==> src/rtl/fetch_pkg.sv <==
// Shared encodings and defaults for the memory bus arbiter.
package fetch_pkg;

  typedef enum logic [1:0] {
    IDLE = 2'd0,
    ADDR = 2'd1,
    XFER = 2'd2
  } state_t;

  typedef enum logic [1:0] {
    NONE = 2'd0,
    IC   = 2'd1,
    DRD  = 2'd2,
    DWB  = 2'd3
  } owner_t;

  localparam int unsigned DEF_BEATS  = 4;
  localparam int unsigned DEF_STARVE = 2;

endpackage

==> src/rtl/mem_arb_prio.sv <==
// Fixed priority dc_wb > dc_rd > ic, with the I-side forced to win once it
// has been starved for the configured number of D-side grants.
module mem_arb_prio
  import fetch_pkg::*;
(
  input  logic       ic_req,
  input  logic       dc_rd_req,
  input  logic       dc_wb_req,
  input  logic       starve_full,
  output logic [1:0] winner
);

  // Pick the next bus owner from the pending requests.
  always_comb begin
    winner = NONE;
    if (ic_req && starve_full) winner = IC;
    else if (dc_wb_req)        winner = DWB;
    else if (dc_rd_req)        winner = DRD;
    else if (ic_req)           winner = IC;
  end

endmodule

==> src/rtl/mem_bus_arb.sv <==
// Arbitrates I-cache fills, D-cache fills and D-cache writebacks onto a single
// burst memory port: address phase until mem_ack, then BEATS data beats.
module mem_bus_arb
  import fetch_pkg::*;
#(
  parameter int unsigned BEATS  = DEF_BEATS,
  parameter int unsigned STARVE = DEF_STARVE
) (
  input  logic        clk,
  input  logic        rst,
  input  logic        ic_req,
  input  logic [31:0] ic_addr,
  output logic        ic_gnt,
  output logic        ic_data_v,
  output logic        ic_done,
  input  logic        dc_rd_req,
  input  logic [31:0] dc_rd_addr,
  output logic        dc_rd_gnt,
  output logic        dc_rd_data_v,
  output logic        dc_rd_done,
  input  logic        dc_wb_req,
  input  logic [31:0] dc_wb_addr,
  input  logic [31:0] dc_wb_data,
  output logic        dc_wb_gnt,
  output logic        dc_wb_pop,
  output logic        dc_wb_done,
  input  logic        flush,
  output logic [31:0] rd_data,
  output logic        mem_req,
  output logic        mem_we,
  output logic [31:0] mem_addr,
  output logic [31:0] mem_wdata,
  input  logic        mem_ack,
  input  logic        mem_beat,
  input  logic [31:0] mem_rdata
);

  localparam int unsigned CW = (BEATS > 1) ? $clog2(BEATS) : 1;
  localparam int unsigned SW = (STARVE > 0) ? $clog2(STARVE + 1) : 1;
  localparam logic [CW-1:0] LAST_BEAT = CW'(BEATS - 1);
  localparam logic [SW-1:0] STARVE_MAX = SW'(STARVE);

  state_t        state;
  owner_t        owner;
  owner_t        winner;
  logic [1:0]    win_raw;
  logic [31:0]   win_addr;
  logic [31:0]   addr_q;
  logic          we_q;
  logic          req_q;
  logic [CW-1:0] beat_cnt;
  logic [SW-1:0] starve_cnt;
  logic          starve_full;
  logic          suppress;
  logic          ic_flush;
  logic          ack_ev;
  logic          beat_ev;
  logic          last_ev;
  logic          ic_quiet;

  mem_arb_prio u_prio (
    .ic_req      (ic_req),
    .dc_rd_req   (dc_rd_req),
    .dc_wb_req   (dc_wb_req),
    .starve_full (starve_full),
    .winner      (win_raw)
  );

  // Decode arbitration result and the per-cycle transfer events.
  always_comb begin
    winner      = owner_t'(win_raw);
    starve_full = (starve_cnt == STARVE_MAX);
    case (winner)
      DWB:     win_addr = dc_wb_addr;
      DRD:     win_addr = dc_rd_addr;
      default: win_addr = ic_addr;
    endcase
    ic_flush = flush && (owner == IC);
    ack_ev   = (state == ADDR) && mem_ack;
    beat_ev  = (state == XFER) && mem_beat;
    last_ev  = beat_ev && (beat_cnt == LAST_BEAT);
    ic_quiet = suppress || flush;
  end

  // Transfer sequencing, owner/address capture and starvation tracking.
  always_ff @(posedge clk) begin
    if (rst) begin
      state      <= IDLE;
      owner      <= NONE;
      addr_q     <= '0;
      we_q       <= 1'b0;
      req_q      <= 1'b0;
      beat_cnt   <= '0;
      starve_cnt <= '0;
      suppress   <= 1'b0;
    end else begin
      case (state)
        IDLE: begin
          suppress <= 1'b0;
          // A fetch that is already being redirected is not launched.
          if ((winner != NONE) && !(flush && (winner == IC))) begin
            state  <= ADDR;
            owner  <= winner;
            addr_q <= win_addr;
            we_q   <= (winner == DWB);
            req_q  <= 1'b1;
            if (winner == IC)
              starve_cnt <= '0;
            else if (ic_req && !starve_full)
              starve_cnt <= starve_cnt + 1'b1;
          end
        end
        ADDR: begin
          if (mem_ack) begin
            state    <= XFER;
            req_q    <= 1'b0;
            beat_cnt <= '0;
            if (ic_flush) suppress <= 1'b1;
          end else if (ic_flush) begin
            state <= IDLE;
            req_q <= 1'b0;
            owner <= NONE;
          end
        end
        XFER: begin
          if (ic_flush) suppress <= 1'b1;
          if (mem_beat) begin
            if (beat_cnt == LAST_BEAT) begin
              beat_cnt <= '0;
              state    <= IDLE;
              owner    <= NONE;
              suppress <= 1'b0;
            end else begin
              beat_cnt <= beat_cnt + 1'b1;
            end
          end
        end
        default: state <= IDLE;
      endcase
    end
  end

  // Requester handshakes and memory-side drive.
  always_comb begin
    mem_req      = req_q;
    mem_we       = we_q;
    mem_addr     = addr_q;
    mem_wdata    = dc_wb_data;
    rd_data      = mem_rdata;
    ic_gnt       = ack_ev && (owner == IC);
    dc_rd_gnt    = ack_ev && (owner == DRD);
    dc_wb_gnt    = ack_ev && (owner == DWB);
    ic_data_v    = beat_ev && (owner == IC) && !ic_quiet;
    ic_done      = last_ev && (owner == IC) && !ic_quiet;
    dc_rd_data_v = beat_ev && (owner == DRD);
    dc_rd_done   = last_ev && (owner == DRD);
    dc_wb_pop    = beat_ev && (owner == DWB);
    dc_wb_done   = last_ev && (owner == DWB);
  end

endmodule

==> config.mk <==
export PLATFORM = sky130hd
export DESIGN_NAME = mem_bus_arb
export DESIGN_NICKNAME = d
export VERILOG_FILES = /design/src/rtl/fetch_pkg.sv /design/src/rtl/mem_arb_prio.sv /design/src/rtl/mem_bus_arb.sv
export SDC_FILE = /design/constraint.sdc
export NUM_CORES = 1
export LEC_CHECK = 0
export ABC_AREA = 0
export BUFFER_PORTS_ARGS = -buffer_cell sky130_fd_sc_hd__buf_2
export CORE_AREA = 2 2 106 108
export DETAILED_ROUTE_END_ITERATION = 6
export DIE_AREA = 0 0 108 110
export GPL_TIMING_DRIVEN = 1
export MAX_ROUTING_LAYER = met4
export PLACE_DENSITY = 0.67
export SLEW_MARGIN = 15
export SYNTH_ARGS = -nofsm -noshare
export SYNTH_HDL_FRONTEND = slang
export SYNTH_SLANG_ARGS = --single-unit
==> constraint.sdc <==
create_clock -name clk -period 1.6 [get_ports clk]
set_input_delay 0.24 -clock clk [delete_from_list [all_inputs] [get_ports clk]]
set_output_delay 0.24 -clock clk [all_outputs]
set_load 0.005 [all_outputs]
### Yosys cells after proc, flatten, opt, wreduce, memory -nomap -nowiden

Index checks and enable logic that the tools add are counted.

| storage, ports and cells | value |
|---|---|
| flip-flop bits (word level) | 43 |
| bits of input ports | 168 |
| logic and storage cells | 92 |

| operators by class | value |
|---|---|
| $add $sub $neg | 2 |
| eq/ne operators | 17 |
| multiplexer cells | 29 |
| reductions and logical operators | 36 |

Operator list:

| operator | number |
|---|---|
| $pmux W32 S2 | 1 |
| $mux W2 | 15 |
| $logic_and A1 B1 Y1 | 19 |
| $eq A2 B2 Y1 const B | 7 |
| $pmux W2 S3 | 2 |
| $ne A2 B2 Y1 const B | 5 |
| $reduce_and A3 Y1 | 3 |
| $mux W1 | 8 |
| $reduce_bool A2 Y1 | 4 |
| $eq A2 B1 Y1 const B | 3 |
| $reduce_and A6 Y1 | 1 |
| $add A2 B1 Y2 const B | 2 |
| $pmux W2 S2 | 1 |
| $reduce_and A2 Y1 | 2 |
| $reduce_and A4 Y1 | 1 |
| $logic_not A1 Y1 | 3 |
| $ne A3 B3 Y1 const B | 1 |
| $pmux W1 S3 | 1 |
| $reduce_bool A3 Y1 | 1 |
| $logic_not A2 Y1 | 1 |
| $ne A2 B1 Y1 const B | 1 |
| $pmux W1 S2 | 1 |
| $logic_or A1 B1 Y1 | 1 |

### Depth between registers and ports, before layout

Gate-level depths: netlist of run 1.

| logic depth | value |
|---|---|
| word-level depth | 10 |
| gate-level depth with buffers | 7 |

### Modules after synthesis

From an unflattened synthesis of run 1, not the netlist that was laid out.

| second synthesis, totals | value |
|---|---|
| cells, all modules | 342 |
| area, all modules | 2859.0 sq um |

By module, submodules not included:

| module | instances | cells each | area each (sq um) |
|---|---|---|---|
| mem_bus_arb | 1 | 338 | 2836.5 |
| mem_arb_prio | 1 | 4 | 22.5 |

### Worst setup path after synthesis of run 1

OpenSTA, ideal clock, no wires.

| path | value |
|---|---|
| path kind | reg2reg |
| from | register state[0] |
| to | register owner[0] |
| setup time | 0.121 ns |
| arrival | 1.441 ns |
| required time | 1.479 ns |
| setup slack | 0.039 ns |
| cell stages (with the launch flop) | 8 |
| clock period less this slack | 1.561 ns |
| cells stage by stage | dfxtp_1 -> inv_1 -> ha_1 -> clkbuf_2 -> a21boi_0 -> nor2_1 -> nand3_1 -> mux2_2 |

| between the ends | value |
|---|---|
| word-level cells in the longest chain between the ends | 3 |

Ends and longest elaborated chain:

| item | RTL line | RTL |
|---|---|---|
| from (decl) | mem_bus_arb.sv:43 | `state_t state;` |
| from (signal assigned) | mem_bus_arb.sv:88 | `state <= IDLE;` |
| from (signal assigned) | mem_bus_arb.sv:102 | `state <= ADDR;` |
| from (signal assigned) | mem_bus_arb.sv:115 | `state <= XFER;` |
| $eq A2 B1 Y1, or another cell as far along | mem_bus_arb.sv:97 | `case (state)` |
| $ne A2 B2 Y1 (no line), or another cell as far along | - |  |
| $reduce_and A6 Y1 (no line) | - |  |
| to (signal assigned) | mem_bus_arb.sv:103 | `owner <= winner;` |
| to (decl) | mem_bus_arb.sv:44 | `owner_t owner;` |

Several ways; a longest one is shown, not always the timed one.
A chain may end at the register's enable or synchronous reset.

### Worst setup path in the final report of run 1

| path | value |
|---|---|
| from | register state[0] |
| to | output dc_wb_done |

| between the ends | value |
|---|---|
| word-level cells in the longest chain between the ends | 4 |

Ends and longest elaborated chain:

| item | RTL line | RTL |
|---|---|---|
| $eq A2 B2 Y1 | mem_bus_arb.sv:80 | `beat_ev = (state == XFER) && mem_beat;` |
| $logic_and A1 B1 Y1 | mem_bus_arb.sv:80 |  |
| $logic_and A1 B1 Y1 | mem_bus_arb.sv:81 | `last_ev = beat_ev && (beat_cnt == LAST_BEAT);` |
| $logic_and A1 B1 Y1 | mem_bus_arb.sv:158 | `dc_wb_done = last_ev && (owner == DWB);` |
| to (decl) | mem_bus_arb.sv:26 | `output logic dc_wb_done,` |

No other way between the ends.

==> reports/metrics.cfg, run 1 <==
[run_status]
status=complete, but fails checks
violations=setup timing

[yosys]
synth.distinct_cells=36
synth_nets=514
syn-cell-area_um2=3090
syn_inst=340
seq_area_frac_synth=0.278
yosysWarnings=0
synth-seq-cells=43
syn_area_per_cell_um2=9.09

[clock_network]
h-tree-depth=2
clk_latency_ns=0.31
clockBufferDepth=2
cts_buffers=5
clk_pin_slew_ns=0.10
cts_root_buffer=clkbuf_8
cts.sinks=43
tritoncts=done

[cells_and_area]
final_cell_mix=145 x buf_2, 43 x nor2_1, 38 x dfxtp_1
final_common_cell=buf_2
multi_input_area_um2=1790
area_delta_synth_final_pct=29.6
regArea_um2=870
fin_nets=610
drive_above_1_share=0.590
fillerInstances=1094

[detailed_routing]
firstDrtPassIters=6
avgViaCountPerCell=5.18
drt_iter0_drc=131
vias=2995
drt_wl_total_um=10000
drc=0
drt.antenna.violating_nets=0
wl_per_cell_um=17.4

[setup_path]
max_stage_delay_ns=0.34
reg2reg_slack_ns=0.02
crit_path_cell_trace=inv_2 -> ha_4 -> buf_6 -> buf_6 -> nand4_1 -> nor2_1 -> buf_2
r2r_end=mem_addr[23]$_SDFFE_PP0P_
r2r_start=starve_cnt[0]$_SDFFE_PP0P_
crit_path_end_kind=primary output
critPathMaxFanout=3
cp_slowest_cell=dfxtp_2
worst-path-buf-inv=4
crit_family=buffers and inverters
cp.depth=7
reg2regPathDepth=7
crit_required_ns=1.36
cpMostUsedCell=buf_6
worstPathArrival_ns=1.39
critical_path_class=reg -> out
critPathLaunchType=register

[timing]
finalSetupTns_ns=-0.0831
fin_crit_sh=1.02
skew_ns=0.0172
setup_slack_ns=-0.0316
slew_viol_final=0
setup_viol=5
slew_headroom=0.811
max_freq_mhz=613
min_period_ns=1.63
report.final.hold_viol_count=0
rsz0062_at_grt=true
tightest_slew_ns=0.284

[placement]
dp_slack_ns=-0.0572
portBuffers=146
gp_congestion=0.825
hpwlAfterDp_um=7330

[min_path]
hold_path.class=in -> reg
whs_path_depth=3
holdCritStartpoint=ic_addr[11]
hold_end=mem_addr[11]$_SDFFE_PP0P_

[floorplanning]
ios=275
die_area_um2=11900
dieWidth_um=108
die_h_um=110
rows=38
start_util=0.289
core_area_um2=10700

[power_and_ir_drop]
vdd.ir_drop.worst_uv=494
finalPower_w=0.00414
power.density_nw_per_um2=1030
p_leak_nw=1.80

[global_routing]
antenna_found_initial=1
track_usage=0.163
grt_pass1_wl_um=14600
grt_remaining_overflow=0
grt_pass1_vias=3002
grt_max_degree=24

[job]
max_cap_viol_count=0

[cell usage after synthesis]
cell type   n  area share
a22o_1     32       0.091
mux2i_1     1      0.0032
buf_2       9       0.015
dfxtp_1    43        0.28
clkbuf_2    1      0.0016
buf_6       3       0.011
mux2_2      2      0.0073
inv_1       5      0.0061
nand4_1     1      0.0020
nor4_1      1      0.0020
o2bb2ai_4   1      0.0089
nor2_1     45       0.055
a221oi_1    3      0.0085
a21oi_1     5      0.0081
a21boi_4    1      0.0061
nand2_1     7      0.0085
nor3_1     27       0.044
nand2b_2    1      0.0028
a211o_1     4       0.011
a32oi_1     1      0.0028
a21bo_4     1      0.0053
nor2b_1     3      0.0061
nand3_1     6      0.0097
o31ai_1     3      0.0073
ha_1        6       0.024
clkbuf_1    8      0.0097
a21boi_0    1      0.0024
nand3b_1    1      0.0024
nand2b_1    2      0.0040
o21ai_0     5      0.0081
buf_4      69        0.17
nor3_2     10       0.032
o32ai_1     1      0.0028
and2_1      1      0.0020
a221oi_2   29        0.14
a311oi_1    1      0.0028
[worst max-delay path by stage]
stage / start / to / slack [ns]
after global routing: state[1]$_SDFFE_PP0P_ / dc_wb_done / -0.11
after floorplan: state[0]$_SDFFE_PP0P_ / owner[0]$_SDFFE_PP0P_ / 0.04
final: state[0]$_SDFFE_PP0P_ / dc_wb_done / -0.03
after global placement: state[1]$_SDFFE_PP0P_ / state[1]$_SDFFE_PP0P_ / -0.005
after detailed placement: starve_cnt[0]$_SDFFE_PP0P_ / mem_addr[23]$_SDFFE_PP0P_ / -0.06
after CTS: state[1]$_SDFFE_PP0P_ / ic_done / -0.10
[worst register-to-register path, stage by stage, from the launching register on]
cell and delay (ns):
dfxtp_2 0.35, inv_2 0.05, ha_4 0.16, o2bb2ai_4 0.17, a21bo_4 0.29, clkbuf_16 0.19
a221oi_2 0.17, nor3_1 0.07
[state kept, by name, summed over array words and instances (netlist names)]
signal	cells
beat_cnt	2
mem_req	1
mem_we	1
state	2
starve_cnt	2
suppress	1
mem_addr	32
owner	2
[through the flow]
step / instance area [um2] / instances / hold slack (ns) / utilization
finish: 4010 / 578 / 0.223 / 0.375
global route: 4010 / 578 / 0.230 / 0.375
CTS: 3810 / 575 / 0.229 / 0.356
detailed placement: 3600 / 561 / 0.451 / 0.336
global placement: 3600 / 561 / 0.442 / 0.336
floorplan: 3090 / 340 / 0.414 / -
[what timing repair did]
action,CTS,global route
setup buffers,6,1
gates cloned,0,1
gates resized for setup,17,29
pin swaps,6,21
endpoints found under the setup margin,41,47
hold buffers,0,0
[routing by layer]
| metal | track usage | part of all wire | routed length [um] | up-vias |
|---|---|---|---|---|
| met5 | - | 0 | 0 | - |
| li1 | - | - | - | 1388 |
| met2 | 0.278 | 0.48 | 4800 | 148 |
| met1 | 0.180 | 0.41 | 4130 | 1414 |
| met4 | 0.0751 | 0.036 | 362 | 0 |
| met3 | 0.0406 | 0.075 | 750 | 45 |
[layout make-up]
cell class,instances,area share
antenna,1,0.000625
clock buffer,5,0.0172
clock inverter,3,0.00656
inverter,5,0.00468
multi-input combinational,202,0.446
sequential,43,0.217
tap,140,0.0437
timing repair buffer,179,0.264
[logic make-up after synthesis]
logic type	count (synthesis)	synth area share
compound gates	88	0.306
fa+ha+maj	6	0.0243
buf+inv	95	0.210
flops	43	0.278
mux	3	0.0105
simple gates	105	0.170
[report_power, final]
group,switching [W],leakage [nW],internal (W)
clock network,0.000465,0.0491,0.000323
logic,0.000962,1.39,0.000959
registers,0.000136,0.358,0.00130
total,0.00156,1.80,0.00258
Note: power is estimated with default switching activity, not from simulation.
==> run 2, diff against run 1 <==
- CTS_BUF_LIST: unset -> sky130_fd_sc_hd__clkbuf_2 sky130_fd_sc_hd__clkbuf_4 sky130_fd_sc_hd__clkbuf_8
- REMOVE_ABC_BUFFERS: unset -> 1
==> reports/metrics.cfg, run 2 (synthesis results as in run 1) <==
[placement]
hpwlAfterDp_um=12100
portBuffers=146
dp.cells=554
gp_congestion=0.893
dp_slack_ns=-0.157

[setup_path]
critical_path_class=reg -> out
cp_slowest_cell=dfxtp_2
worstPathArrival_ns=1.41
max_stage_delay_ns=0.34
crit_path_end_kind=primary output
critPathLaunchType=register
crit_required_ns=1.36
critPathMaxFanout=2
crit_path_cell_trace=inv_2 -> ha_4 -> buf_6 -> nand2_4 -> nor4_4 -> and2_1 -> buf_2

[detailed_routing]
drt_wl_total_um=16000
wl_per_cell_um=27.3
firstDrtPassIters=4
avgViaCountPerCell=5.23
vias=3059
drt_iter0_drc=206
drc=0
drt.antenna.violating_nets=0

[timing]
max_freq_mhz=605
min_period_ns=1.65
skew_ns=0.00796
tightest_slew_ns=0.518
slew_viol_final=0
setup_slack_ns=-0.0541
fin_crit_sh=1.03
rsz0062_at_grt=true
report.final.hold_viol_count=0
worst_hold_slack_ns=0.203
setup_viol=5
slew_headroom=0.655

[floorplanning]
core_area_um2=10700
start_util=0.289
die_area_um2=11900
rows=38
die_h_um=110
ios=275
dieWidth_um=108

[global_routing]
grt_pass1_wl_um=20700
grt_remaining_overflow=0
grt_max_degree=26
grt_pass1_vias=2912
track_usage=0.261
antenna_found_initial=1

[clock_network]
clk_pin_slew_ns=0.09
clk_latency_ns=0.30
tritoncts=done
h-tree-depth=2
cts_buffers=5
clockBufferDepth=2
cts.sinks=43
cts_root_buffer=clkbuf_8

[cells_and_area]
fin_nets=617
area_delta_synth_final_pct=32.5
largest_reg_flops=32
drive_above_1_share=0.588
final_cell_mix=146 x buf_2, 45 x nor2_1, 40 x dfxtp_1
fin_util=0.383
layout.cells.non_filler=585
fillerInstances=1092
final_common_cell=buf_2

[power_and_ir_drop]
p_leak_nw=1.86
power.density_nw_per_um2=1070
finalPower_w=0.00440
vdd.ir_drop.worst_uv=401

[job]
max_cap_viol_count=0

[run_status]
status=complete, but fails checks
violations=setup timing

[min_path]
hold_path.class=in -> reg

[run 2: changes by cell type in the layout (fill, tap and decap cells not counted), sizes merged]
cell / before / now
a21bo: 1 / 5
buf: 178 / 182
bufinv: 0 / 1
clkinv: 1 / 0
inv: 7 / 6
[run 2: per-stage QoR]
step	TNS (ns)	area [um2]
final	-0.0727	4100
after global routing	-0.939	4100
after CTS	-0.853	4000
after detailed placement	-3.47	3530
after global placement	-1.34	3530
after floorplan	-17.69	2460
[run 2: cell type report]
type                       instances  area, um2  share of cell area
multi-input combinational        206       1810               0.441
antenna                            1       2.50            0.000611
clock buffer                       6       82.6              0.0202
timing repair buffer             182       1100               0.270
clock inverter                     2       38.8             0.00947
inverter                           5       18.8             0.00458
tap                              140        175              0.0428
sequential                        43        865               0.211
[run 2: power breakdown]
part | switching (W) | total [W] | internal [W] | leakage, nW
registers | 0.000133 | 0.00143 | 0.00129 | 0.357
logic | 0.00103 | 0.00204 | 0.00101 | 1.44
clock network | 0.000418 | 0.000932 | 0.000514 | 0.0618
total | 0.00158 | 0.00440 | 0.00282 | 1.86
[run 2: what timing repair did]
action                     in CTS  in global routing
resized for setup              36                 17
setup endpoints to repair      44                 47
hold buffers                    0                  0
gates cloned                    6                  0
buffers inserted               13                  6
pin swaps                       9                 32
[run 2: critical path, delay by kind of cell (launching register included)]
kind	cells	cell delay, ns
adder cells (fa/ha/maj)	1	0.14
buffers and inverters	3	0.29
flip-flops	1	0.34
AND/OR/NAND/NOR	3	0.34
[run 2: worst paths after layout]
check	cells after the start	from	end	slack, ns
worst min register to register	1	starve_cnt[0]$_SDFFE_PP0P_	starve_cnt[0]$_SDFFE_PP0P_	0.46
worst min-delay path	3	ic_addr[5]	mem_addr[5]$_SDFFE_PP0P_	0.20
worst max-delay path	7	state[0]$_SDFFE_PP0P_	ic_done	-0.05
worst max register to register	9	state[0]$_SDFFE_PP0P_	starve_cnt[1]$_SDFFE_PP0P_	0
[run 2: routing by layer]
layer | vias up | wire length (um) | global-route usage
li1 | 1406 | - | -
met1 | 1400 | 5320 | 0.242
met2 | 231 | 6820 | 0.385
met3 | 22 | 3260 | 0.238
met4 | 0 | 558 | 0.0962
met5 | - | 0 | -
